==> config.mk <==
export PLATFORM = sky130hd
export DESIGN_NAME = mask_builder
export DESIGN_NICKNAME = d
export VERILOG_FILES = /design/src/rtl/mask_builder_pkg.sv /design/src/rtl/idx_onehot.sv /design/src/rtl/mask_builder.sv
export SDC_FILE = /design/constraint.sdc
export NUM_CORES = 1
export LEC_CHECK = 0
export ABC_AREA = 1
export CAP_MARGIN = 20
export CORE_MARGIN = 2
export CORE_UTILIZATION = 43
export DETAILED_ROUTE_END_ITERATION = 10
export PLACE_DENSITY = 0.68
export SYNTH_ARGS = -nofsm -noshare
export SYNTH_HDL_FRONTEND = slang
export SYNTH_SLANG_ARGS = --single-unit
==> constraint.sdc <==
create_clock -name clk -period 3.1 [get_ports clk]
set_input_delay 0.62 -clock clk [delete_from_list [all_inputs] [get_ports clk]]
set_output_delay 0.62 -clock clk [all_outputs]
set_load 0.02 [all_outputs]
==> src/rtl/mask_builder_pkg.sv <==
// Shared constants for the mask builder slice.
//
// Holds the index/mask/count widths, the two FSM state encodings and the
// index limits used by both the one-hot converter and the mask builder.
// An index of IDX_NONE names no bit; IDX_MIN..IDX_MAX name bits 0..31.
package mask_builder_pkg;

    localparam int IDX_W  = 6;
    localparam int MASK_W = 32;
    localparam int CNT_W  = 6;

    localparam logic [0:0] COLLECT = 1'b0;
    localparam logic [0:0] EMIT    = 1'b1;

    localparam logic [IDX_W-1:0] IDX_NONE = 6'd0;
    localparam logic [IDX_W-1:0] IDX_MIN  = 6'd1;
    localparam logic [IDX_W-1:0] IDX_MAX  = 6'd32;

endpackage

==> src/rtl/idx_onehot.sv <==
// Converts a 1-based bit index into a one-hot 32-bit vector.
//
// Ports:
//   idx       input  [5:0]   1-based index (1..32 selects bit idx-1)
//   onehot    output [31:0]  one-hot vector, all zero when idx is out of range
//   in_range  output         idx lies in 1..32
//
// Purely combinational; index 0 and indices above 32 both give a zero vector,
// the caller uses in_range plus idx itself to tell "empty" from "bad".
module idx_onehot
    import mask_builder_pkg::*;
(
    input  logic [IDX_W-1:0]  idx,
    output logic [MASK_W-1:0] onehot,
    output logic              in_range
);

    // Range test first so the shift is only used for legal indices.
    always_comb begin
        in_range = (idx >= IDX_MIN) && (idx <= IDX_MAX);
        onehot   = '0;
        if (in_range) begin
            onehot = MASK_W'(1) << (idx - IDX_MIN);
        end
    end

endmodule

==> src/rtl/mask_builder.sv <==
// Rebuilds a 32-bit mask from a stream of 1-based bit indices.
//
// Ports:
//   clk        input         rising-edge clock
//   reset      input         synchronous active-high reset
//   in_valid   input         a beat is offered on in_idx/in_last
//   in_ready   output        block is collecting (accepts beats)
//   in_idx     input  [5:0]  1..32 sets bit idx-1, 0 is an empty beat,
//                            33..63 is flagged as an error
//   in_last    input         beat closes the current word
//   out_valid  output        an assembled word is presented
//   out_ready  input         consumer takes the word this cycle
//   out_mask   output [31:0] assembled mask
//   out_count  output [5:0]  number of distinct bits set
//   out_dup    output        a beat repeated an already-set bit
//   out_err    output        a beat carried an index of 33..63
//
// Two states: COLLECT accumulates beats, EMIT holds the finished word until
// it is taken. All outputs come straight from registers; the handshake cycle
// clears the accumulator, which costs one bubble between words.
module mask_builder
    import mask_builder_pkg::*;
(
    input  logic              clk,
    input  logic              reset,
    input  logic              in_valid,
    output logic              in_ready,
    input  logic [IDX_W-1:0]  in_idx,
    input  logic              in_last,
    output logic              out_valid,
    input  logic              out_ready,
    output logic [MASK_W-1:0] out_mask,
    output logic [CNT_W-1:0]  out_count,
    output logic              out_dup,
    output logic              out_err
);

    logic [0:0]        state;
    logic [MASK_W-1:0] acc_mask;
    logic [CNT_W-1:0]  acc_count;
    logic              dup_flag;
    logic              err_flag;

    logic [MASK_W-1:0] beat_onehot;
    logic              beat_in_range;
    logic              beat_accept;
    logic              beat_is_dup;
    logic              beat_is_err;

    idx_onehot u_idx_onehot (
        .idx      (in_idx),
        .onehot   (beat_onehot),
        .in_range (beat_in_range)
    );

    // Handshake flags depend on state alone, so nothing on the input side
    // reaches the outputs combinationally.
    always_comb begin
        in_ready    = (state == COLLECT);
        out_valid   = (state == EMIT);
        beat_accept = in_valid && in_ready;
        beat_is_dup = beat_in_range && ((acc_mask & beat_onehot) != '0);
        beat_is_err = !beat_in_range && (in_idx != IDX_NONE);
    end

    // FSM, accumulator, distinct-bit counter and sticky flags. A repeated
    // bit only raises the dup flag, so the count can reach 32 at most and
    // never wraps. Reset wins over any beat or handshake on the same edge.
    always_ff @(posedge clk) begin
        if (reset) begin
            state     <= COLLECT;
            acc_mask  <= '0;
            acc_count <= '0;
            dup_flag  <= 1'b0;
            err_flag  <= 1'b0;
        end else begin
            case (state)
                COLLECT: begin
                    if (beat_accept) begin
                        if (beat_is_dup) begin
                            dup_flag <= 1'b1;
                        end else if (beat_in_range) begin
                            acc_mask  <= acc_mask | beat_onehot;
                            acc_count <= acc_count + CNT_W'(1);
                        end
                        if (beat_is_err) begin
                            err_flag <= 1'b1;
                        end
                        if (in_last) begin
                            state <= EMIT;
                        end
                    end
                end
                EMIT: begin
                    if (out_ready) begin
                        state     <= COLLECT;
                        acc_mask  <= '0;
                        acc_count <= '0;
                        dup_flag  <= 1'b0;
                        err_flag  <= 1'b0;
                    end
                end
                default: begin
                    state <= COLLECT;
                end
            endcase
        end
    end

    // Outputs are the registers themselves.
    always_comb begin
        out_mask  = acc_mask;
        out_count = acc_count;
        out_dup   = dup_flag;
        out_err   = err_flag;
    end

endmodule

==> metrics <==
Synth area leaders dfxtp_1 (29%), nand3_2 (11%), nor2_1 (9.5%), a21oi_2 (9.4%), nand2_1 (8.3%); H-tree depth 2; die area 7150 µm²; setup TNS 0 ps; Net Sw Frac 30.0%; Synth Instances 393; Syn Std Cell Area 2790 µm²; Post-CTS Hold Fix Bufs 0; DRC viols 0; placed cell areas 3480 µm²; commonest cells after routing, fill and taps aside nor2_1 (71), nand2_1 (61), inv_1 (60); Antenna Diode Count 0; core area 6310 µm²; Clk network pwr share 29.3%; Critical Path End Type flip-flop; Worst slew margin 67.1%; Synth Warn # 0; Lkg Pwr 1.37 nW; status finished clean; Endpoint, Worst Hold out_mask[24]$_SDFFE_PP0P_; hold_sp out_mask[24]$_SDFFE_PP0P_; Final Critical Period 2740 ps; Worst Setup Start Kind primary input; row count 29; Synth Net Count 406; Clock Sinks 41; Worst Reg2Reg Path Length in Cells 4; hold path depth 2; I/O Buffers 52; FF+latch count, synth 41; Pwr Density 311 nW/µm²; maximum number of pins on one net before global-route repair 24; wirelength, routed 7140 µm; top cell type's share of synthesized area 29.4%; Arrival @ worst endpoint 2900 ps; Logic pwr share 20.8%; Psw 0.000331 W; routed vias 2,652; die height 84.6 µm; CTS tree done; footprint of the multi-input gates 1600 µm²; initial antenna violation count 0; drt initial violations 129; syn_area_per_cell 7.10 µm²; crit share post-route 88.5%; sequential area share after synthesis 29.4%; post-CTS sizing 0; dpl cells 521; Final Instance Area 3550 µm²; fraction of layout cells with a size suffix above 1 22.9%; Final Hold Viols 0; FF/Latch Area 821 µm²; Num CTS Buffers 5; Die X 84.6 µm; Int Pwr 0.000773 W; vias per cell 5.03; drt pass-1 iters 4; WL/cell 13.6 µm; # Post-CTS Setup Buffers 0; fin. max-slew vios 0; first-pass GRT wire length 12,300 µm; total grt overflow 0; DRT antenna net count 0; Slew @ Worst Pin 493 ps; RSZ-0062 raised after global routing no; Max Root-Sink Buffers 2; vias in the first global route 2,612; dominant cell type by area after synthesis dfxtp_1; Starting Density 44.2%; worst-path maximum fanout 10; reg-to-reg endpoint out_dup$_SDFFE_PP0P_; synth unique cells 30; R2R Setup Slk 1480 ps; Nets 464; Worst-Skew Late Latency 290 ps; Setup CP Type in -> reg; r2r startpoint out_valid$_SDFF_PP0_; Non-Filler Instances 527; Overall Power 0.00110 W; Min-Delay Path Class reg -> reg; Req. time, crit path 3260 ps; max_cap viols 0; Area Growth Syn to Fin 27.2%; # fillers 660; commonest non-fill, non-tap cell in the layout nor2_1; CTS Root Cell clkbuf_8; dpl hpwl 5590 µm; Final setup viols 0; Peak VDD IR 0.254 mV; fmax 365 MHz; Ports 53; clk slew on worst S/H paths 70 ps; clk_skew 7.21 ps; sequential share of power 49.8%; Overall Global Routing Usage 20.9%; final hold slack 482 ps; GP Congestion 0.903
[power groups by stage]
stage / Combinational, W / Sequential (W) / Clock [W]
6_report: 0.000230 / 0.000550 / 0.000324
3_3_place_gp: 0.000229 / 0.000562 / 0
3_5_place_dp: 0.000230 / 0.000562 / 0
5_1_grt: 0.000253 / 0.000552 / 0.000351
2_1_floorplan: 0.000137 / 0.000573 / 0
4_1_cts: 0.000231 / 0.000550 / 0.000334
[layout make-up]
| class | count | share of cell area [%] |
|---|---|---|
| multi-input combinational | 272 | 45.0 |
| sequential | 41 | 23.1 |
| timing repair buffer | 70 | 20.6 |
| inverter | 61 | 6.45 |
| tap | 77 | 2.71 |
| clock buffer | 5 | 1.94 |
| clock inverter | 1 | 0.141 |
[stage by stage]
step	setup WS [ps]	utilization (%)
after floorplan	688	-
after global placement	64.4	55.1
after detailed placement	54.3	55.1
after CTS	347	56.2
after global routing	130	56.2
final	357	56.2
[how the worst max path moves through the flow]
stage / from / end / slack (ps) / cells after the start
2_1_floorplan: in_idx[0] / out_mask[0]$_SDFFE_PP0P_ / 690 / 16
3_3_place_gp: in_idx[1] / out_mask[25]$_SDFFE_PP0P_ / 60 / 16
3_5_place_dp: in_idx[1] / out_mask[26]$_SDFFE_PP0P_ / 50 / 16
4_1_cts: in_idx[1] / out_mask[26]$_SDFFE_PP0P_ / 350 / 16
5_1_grt: in_idx[2] / out_mask[26]$_SDFFE_PP0P_ / 130 / 16
6_report: in_idx[1] / out_mask[26]$_SDFFE_PP0P_ / 360 / 16
[registers in the layout (all words and copies together) (netlist names)]
signal,cells
out_mask,32
out_valid,1
out_dup,1
out_count,6
out_err,1
[cell usage after synthesis]
cell,n
inv_1,60
o21ai_0,1
or2_2,1
nand2_8,1
nand3_2,30
nor4_1,2
nand2_4,6
nor3_1,2
a21oi_4,1
a21oi_2,30
nand3b_1,1
nand3_1,36
nand2_1,62
nor2_8,1
inv_2,1
dfxtp_1,41
buf_2,5
a21oi_1,6
nor2_4,2
nor3b_1,2
nand2_2,1
xor2_1,1
ha_1,2
nand4_1,9
clkbuf_1,5
buf_6,3
buf_4,3
buf_8,3
nor2_1,71
nor2_2,4
[metal layers]
metal | global-route usage (%) | share of wire, % | up-vias
met3 | 3.44 | 4.3 | 12
met1 | 29.2 | 49 | 1227
met2 | 33.4 | 45 | 56
li1 | - | - | 1357
met5 | 0 | 0 | -
met4 | 6.06 | 1.7 | 0
[cell families after synthesis]
family | count (synthesis) | synth area share [%]
fa+ha+maj | 2 | 0.896
compound gates | 38 | 11.3
simple gates | 231 | 44.7
buf+inv | 80 | 13.4
xor+xnor | 1 | 0.314
flops | 41 | 29.4
[critical path: stages]
cell             delay [ps]
clkdlybuf4s50_1         580
nor2_8                   60
ha_1                    280
inv_1                   110
nand4_1                 220
nor2_1                  210
nand2_1                  70
nand2_1                  80
nor2_1                   40
nand2_1                 100
nor2_4                   50
nand2_4                  80
nand2_8                  90
buf_12                  170
nand3_2                  60
a21oi_2                  50
No activity file was read; power rests on OpenSTA's default activity.
